--- config.mk ---
export PLATFORM = sky130hd
export DESIGN_NAME = clkgen_sched_flat
export DESIGN_NICKNAME = d
export VERILOG_FILES = /design/src/rtl/clkgen_sched_if.sv /design/src/rtl/clkgen_sched.sv /design/src/flat_wrapper.sv
export SDC_FILE = /design/constraint.sdc
export NUM_CORES = 1
export LEC_CHECK = 0
export CAP_MARGIN = 20
export CORE_MARGIN = 2
export CORE_UTILIZATION = 55
export CTS_CLUSTER_DIAMETER = 80
export DETAILED_ROUTE_END_ITERATION = 7
export PLACE_DENSITY = 0.81
export RECOVER_POWER = 25
export SKIP_LAST_GASP = 1
export SLEW_MARGIN = 30
export SYNTH_ARGS = -nofsm -noshare
export SYNTH_HDL_FRONTEND = slang
export SYNTH_SLANG_ARGS = --single-unit
--- constraint.sdc ---
create_clock -name clk -period 4.3 [get_ports clk]
set_input_delay 0.43 -clock clk [delete_from_list [all_inputs] [get_ports clk]]
set_output_delay 0.43 -clock clk [all_outputs]
set_load 0.05 [all_outputs]
--- src/rtl/clkgen_sched_if.sv ---
// Configuration handshake bundle for clkgen_sched: a valid/ready offer carrying
// period, high time and start phase, all counted in clk cycles.
interface clkgen_sched_if #(
    parameter int CNT_W = 16
);
    logic             cfg_valid;
    logic             cfg_ready;
    logic [CNT_W-1:0] cfg_period;
    logic [CNT_W-1:0] cfg_ton;
    logic [CNT_W-1:0] cfg_phase;

    modport master (output cfg_valid, cfg_period, cfg_ton, cfg_phase, input cfg_ready);
    modport slave  (input cfg_valid, cfg_period, cfg_ton, cfg_phase, output cfg_ready);
endinterface

--- src/rtl/clkgen_sched.sv ---
// Programmable waveform generator: after an optional start phase it repeats
// HIGH for ton cycles and LOW for period-ton cycles until stopped.
// New configurations offered while running are parked in shadow registers and
// take effect at the next period boundary.
// Optional feature: define CLKGEN_SCHED_PERIOD_CNT_EN to add a 32-bit
// completed-period counter output (period_cnt).
module clkgen_sched #(
    parameter int CNT_W = 16
) (
    input  logic          clk,
    input  logic          rst_n,
    clkgen_sched_if.slave cfg,
    input  logic          start,
    input  logic          stop,
    output logic          clk_out,
    output logic          busy,
    output logic          cfg_err
`ifdef CLKGEN_SCHED_PERIOD_CNT_EN
    ,
    output logic [31:0]   period_cnt
`endif
);

    typedef enum logic [1:0] {IDLE, PHASE, HIGH, LOW} state_t;

    localparam logic [CNT_W-1:0] ONE = 1;

    state_t           state;
    logic [CNT_W-1:0] cnt;
    logic [CNT_W-1:0] act_period, act_ton, act_phase;
    logic [CNT_W-1:0] shd_period, shd_ton, shd_phase;
    logic             pending;
    logic             stop_lat;
    logic             cfg_loaded;

    logic             cfg_fire;
    logic             cfg_bad;
    logic             boundary;
    logic             stop_now;
    logic [CNT_W-1:0] nxt_period;
    logic [CNT_W-1:0] nxt_ton;

    // First state of a period: HIGH unless the high time is empty.
    function automatic state_t entry_state(input logic [CNT_W-1:0] ton);
        return (ton != '0) ? HIGH : LOW;
    endfunction

    // Counter load on entering a period; the counter holds remaining cycles minus one.
    function automatic logic [CNT_W-1:0] entry_cnt(input logic [CNT_W-1:0] period,
                                                   input logic [CNT_W-1:0] ton);
        return (ton != '0) ? (ton - ONE) : (period - ONE);
    endfunction

    assign cfg.cfg_ready = (state == IDLE) || !pending;
    assign busy          = (state != IDLE);

    // Handshake decode, period-boundary detection and the config that the next period will use.
    always_comb begin
        cfg_fire   = cfg.cfg_valid && cfg.cfg_ready;
        cfg_bad    = (cfg.cfg_period == '0) || (cfg.cfg_ton > cfg.cfg_period);
        boundary   = ((state == HIGH) && (cnt == '0) && (act_ton == act_period)) ||
                     ((state == LOW)  && (cnt == '0));
        stop_now   = stop || stop_lat;
        nxt_period = pending ? shd_period : act_period;
        nxt_ton    = pending ? shd_ton    : act_ton;
    end

    // Config capture plus the IDLE/PHASE/HIGH/LOW sequencer with its registered outputs.
    always_ff @(posedge clk or negedge rst_n) begin
        if (!rst_n) begin
            state      <= IDLE;
            cnt        <= '0;
            clk_out    <= 1'b0;
            cfg_err    <= 1'b0;
            act_period <= '0;
            act_ton    <= '0;
            act_phase  <= '0;
            shd_period <= '0;
            shd_ton    <= '0;
            shd_phase  <= '0;
            pending    <= 1'b0;
            stop_lat   <= 1'b0;
            cfg_loaded <= 1'b0;
        end else begin
            cfg_err <= 1'b0;

            if (cfg_fire) begin
                if (cfg_bad) begin
                    cfg_err <= 1'b1;
                end else if (state == IDLE) begin
                    act_period <= cfg.cfg_period;
                    act_ton    <= cfg.cfg_ton;
                    act_phase  <= cfg.cfg_phase;
                    cfg_loaded <= 1'b1;
                end else begin
                    shd_period <= cfg.cfg_period;
                    shd_ton    <= cfg.cfg_ton;
                    shd_phase  <= cfg.cfg_phase;
                    pending    <= 1'b1;
                end
            end

            case (state)
                IDLE: begin
                    clk_out  <= 1'b0;
                    stop_lat <= 1'b0;
                    if (start && !stop) begin
                        if (!cfg_loaded) begin
                            cfg_err <= 1'b1;
                        end else if (act_phase != '0) begin
                            state <= PHASE;
                            cnt   <= act_phase - ONE;
                        end else begin
                            state   <= entry_state(act_ton);
                            cnt     <= entry_cnt(act_period, act_ton);
                            clk_out <= (act_ton != '0);
                        end
                    end
                end

                PHASE: begin
                    if (stop) begin
                        state <= IDLE;
                        if (pending) begin
                            act_period <= shd_period;
                            act_ton    <= shd_ton;
                            act_phase  <= shd_phase;
                            pending    <= 1'b0;
                        end
                    end else if (cnt == '0) begin
                        state   <= entry_state(act_ton);
                        cnt     <= entry_cnt(act_period, act_ton);
                        clk_out <= (act_ton != '0);
                    end else begin
                        cnt <= cnt - ONE;
                    end
                end

                HIGH, LOW: begin
                    if (stop) begin
                        stop_lat <= 1'b1;
                    end
                    if (boundary) begin
                        if (pending) begin
                            act_period <= shd_period;
                            act_ton    <= shd_ton;
                            act_phase  <= shd_phase;
                            pending    <= 1'b0;
                        end
                        if (stop_now) begin
                            state    <= IDLE;
                            clk_out  <= 1'b0;
                            stop_lat <= 1'b0;
                        end else begin
                            state   <= entry_state(nxt_ton);
                            cnt     <= entry_cnt(nxt_period, nxt_ton);
                            clk_out <= (nxt_ton != '0);
                        end
                    end else if (cnt == '0) begin
                        state   <= LOW;
                        cnt     <= act_period - act_ton - ONE;
                        clk_out <= 1'b0;
                    end else begin
                        cnt <= cnt - ONE;
                    end
                end

                default: state <= IDLE;
            endcase
        end
    end

`ifdef CLKGEN_SCHED_PERIOD_CNT_EN
    // Count every completed period, wrapping naturally at 32 bits.
    always_ff @(posedge clk or negedge rst_n) begin
        if (!rst_n) begin
            period_cnt <= '0;
        end else if (boundary) begin
            period_cnt <= period_cnt + 32'd1;
        end
    end
`endif

endmodule

--- src/flat_wrapper.sv ---
// flat-port wrapper written by rule: the top's interface ports become plain ports
module clkgen_sched_flat 
#(
    parameter int CNT_W = 16
)
  (clk, rst_n, start, stop, clk_out, busy, cfg_err, cfg_cfg_valid, cfg_cfg_period, cfg_cfg_ton, cfg_cfg_phase, cfg_cfg_ready);
  clkgen_sched_if #(.CNT_W(CNT_W)) cfg_i ();
  input  logic clk;
  input  logic rst_n;
  input  logic start;
  input  logic stop;
  output logic clk_out;
  output logic busy;
  output logic cfg_err;
  input wire logic [$bits(cfg_i.cfg_valid)-1:0] cfg_cfg_valid;
  input wire logic [$bits(cfg_i.cfg_period)-1:0] cfg_cfg_period;
  input wire logic [$bits(cfg_i.cfg_ton)-1:0] cfg_cfg_ton;
  input wire logic [$bits(cfg_i.cfg_phase)-1:0] cfg_cfg_phase;
  output wire logic [$bits(cfg_i.cfg_ready)-1:0] cfg_cfg_ready;
  assign cfg_i.cfg_valid = cfg_cfg_valid;
  assign cfg_i.cfg_period = cfg_cfg_period;
  assign cfg_i.cfg_ton = cfg_cfg_ton;
  assign cfg_i.cfg_phase = cfg_cfg_phase;
  assign cfg_cfg_ready = cfg_i.cfg_ready;
  clkgen_sched #(.CNT_W(CNT_W)) u_core (.clk(clk), .rst_n(rst_n), .cfg(cfg_i), .start(start), .stop(stop), .clk_out(clk_out), .busy(busy), .cfg_err(cfg_err));
endmodule
==> results.sh <==
export IMPL_status="finished, violations left"
export IMPL_violations="max-capacitance violations, max-slew violations"
export IMPL_insertion_delay_ps=430
export IMPL_path_class="flip-flop to flip-flop"
export IMPL_worstPathArrival_ps=4330
export IMPL_r2r_start="u_core.pending"
export IMPL_finalCriticalPeriod_ps=4030
export IMPL_post_route_period_util_pct=93.7
export IMPL_ctsLongestPathBuffers=2
export IMPL_rows=47
export IMPL_io_buffers=56
export IMPL_drc=0
export IMPL_cts_hold_buf=0
export IMPL_rsz0062_at_grt="no"
export IMPL_synth_seq_cells=119
export IMPL_drive_above_1_share_pct=11.8
export IMPL_synthDistinctLibCells=81
export IMPL_hpwl_um=20800
export IMPL_drt_pass1_iterations=7
export IMPL_first_iter_violations=1513
export IMPL_grt_overflow=0
export IMPL_n_antenna_cell=0
export IMPL_hp_class="flip-flop to flip-flop"
export IMPL_core_area_sq_um=16500
export IMPL_grt_max_degree=52
export IMPL_maxCapViolations=1
export IMPL_worst_pin_slew_ps=2670
export IMPL_syn_area_sq_um=9210
export IMPL_avgViaCountPerCell=6.60
export IMPL_synth_area_leaders="dfrtp_1 32%, a21oi_1 7.6%, mux2i_1 6.2%, ha_1 4.8%, nor2_1 4.6%"
export IMPL_path_clk_slew_ps=50
export IMPL_vias=8925
export IMPL_dieArea_sq_um=17800
export IMPL_synth_edf_count=0
export IMPL_routabilityCongestion=1.07
export IMPL_finalClockSkew_ps=15.3
export IMPL_grt_usage_pct=32.9
export IMPL_antenna_left=0
export IMPL_finalMaxSlewViolations=49
export IMPL_whs_ps=474
export IMPL_io_pins=57
export IMPL_numCtsBuffers=17
export IMPL_die_h_um=133
export IMPL_p_per_area_nw_per_um2=446
export IMPL_cp_start_kind="flip-flop"
export IMPL_multi_input_area_sq_um=5760
export IMPL_final_nets=1208
export IMPL_synth_nets=1163
export IMPL_end_kind="flip-flop"
export IMPL_critical_path_required_ps=4600
export IMPL_fin_tns_setup_ps=0
export IMPL_relSlewSlack_pct=-78.3
export IMPL_leakagePower_nw=4.47
export IMPL_max_freq_mhz=248
export IMPL_ys_seq_area_share_pct=32.3
export IMPL_avgRoutedWirePerCell_um=21.1
export IMPL_ir_worst_vdd_mv=0.364
export IMPL_cts_sinks=119
export IMPL_hold_start="u_core.clk_out"
export IMPL_hold_viol=0
export IMPL_start_util_pct=56.0
export IMPL_synth_cells=1074
export IMPL_h_tree_depth=4
export IMPL_grt_pass1_wl_um=45800
export IMPL_cts_resized=0
export IMPL_routed_wl_um=28500
export IMPL_finalSetupViolations=0
export IMPL_fill_cells=1339
export IMPL_post_cts_repair_setup_buffers=0
export IMPL_yosysWarnings=0
export IMPL_synthArstFlopShare_pct=100
export IMPL_cts_tree="yes"
export IMPL_path_max_fanout=18
export IMPL_avgSynthCellArea_sq_um=8.58
export IMPL_antenna_found_initial=1
export IMPL_syn_to_final_growth_pct=14.7
export IMPL_synth_top_cell_area_share_pct=32.3
export IMPL_clockRootBuffer="clkbuf_16"
export IMPL_grt_pass1_vias=8428
export IMPL_synth_ff_type="dfrtp_1"
export IMPL_startpoint="u_core.pending"
export IMPL_die_w_um=133
export IMPL_register_area_sq_um=2980
export IMPL_yosysTopAreaCell="dfrtp_1"
## final timing paths
path | cells after the start | end | slack, ps
min | 2 | u_core.clk_out | 470
max | 14 | u_core.cnt[12] | 270
min reg2reg | 2 | u_core.clk_out | 470
min in group asynchronous | 1 | u_core.act_period[0] | 830
max in group asynchronous | 2 | u_core.state[1] | 1410
max reg2reg | 14 | u_core.cnt[12] | 270
## metrics by stage
step	std cells	area (sq um)	setup slack (ps)	utilization (%)	power, mW
3_3_place_gp	1320	9990	451	60.6	3.16
4_1_cts	1352	10600	351	64.2	4.65
3_5_place_dp	1320	9990	385	60.6	3.21
5_1_grt	1352	10600	16.8	64.2	4.92
2_1_floorplan	1074	9210	417	-	2.70
6_report	1352	10600	270	64.2	4.71
## cells in the mapped netlist (18+ instances only)
cell / number
a21oi_1: 139
dfrtp_1: 119
nor2_1: 113
o21ai_0: 67
nand2_1: 62
mux2i_1: 57
inv_1: 46
nor3_1: 36
ha_1: 35
mux2_2: 35
xor2_1: 25
xnor2_1: 24
buf_2: 23
clkbuf_1: 22
nor4_1: 22
a211oi_1: 20
nand3_1: 18
## critical path, stage by stage, from the launching register on
cell	delay (ps)
dfrtp_2	570
nor3b_2	300
o22ai_2	180
or4_4	670
mux4_2	310
inv_1	60
ha_1	200
o211ai_1	180
nor4_1	220
mux2i_1	120
or2_2	370
nor3_1	270
xor2_1	110
a211oi_1	240
a21oi_1	90
## registers in the layout, summed over array words and instances (netlist names)
register	flops
u_core.act_period	16
u_core.act_phase	16
u_core.act_ton	16
u_core.cnt	16
u_core.shd_period	16
u_core.shd_phase	16
u_core.shd_ton	16
u_core.state	2
u_core.cfg_err	1
u_core.cfg_loaded	1
u_core.clk_out	1
u_core.pending	1
u_core.stop_lat	1
## routing by layer
| layer | global-route usage (%) | vias to the layer above | routed length [um] |
|---|---|---|---|
| met5 | 0 | - | 13 |
| met4 | 14.2 | 2 | 1360 |
| met3 | 6.58 | 130 | 2620 |
| met1 | 44.9 | 4200 | 11600 |
| li1 | - | 4037 | - |
| met2 | 51.4 | 556 | 12900 |
## logic make-up (layout without fill, tap and decap cells)
group | count (synthesis) | in the layout | share of synthesized area (%)
buffers and inverters | 105 | 163 | 5.34
adders and majority gates | 36 | 36 | 4.97
xor gates and xnor gates | 49 | 49 | 4.66
muxes | 96 | 96 | 11.4
AOI/OAI and AO/OA | 334 | 334 | 22.0
and+or+nand+nor | 335 | 335 | 19.3
DFF | 119 | 119 | 32.3
## area by class of cell
cell class                      instances  share of cell area (%)
Clock inverter                          9                    1.11
Timing Repair Buffer                   85                    7.52
Clock buffer                           23                    4.43
Tap cell                              220                    2.61
Sequential cell                       119                    28.2
Inverter                               46                    1.63
Multi-Input combinational cell        850                    54.5
## power breakdown
group	total (mW)	internal [mW]	switching (mW)
Combinational	1.58	0.678	0.897
Clock	1.44	0.888	0.550
Sequential	1.70	1.38	0.319
## placed cells by master (no fill, tap or decap), drive strengths merged, types with 25 or more instances in the layout
cell type      count
clkdlybuf4s50     55
nor2             115
clkbuf            25
o21ai             73
ha                35
a21oi            139
inv               47
nor4              26
xor2              25
nor3              41
buf               28
mux2              35
dfrtp            119
nand2             65
mux2i             57
Power figures use the tool's default switching activity.
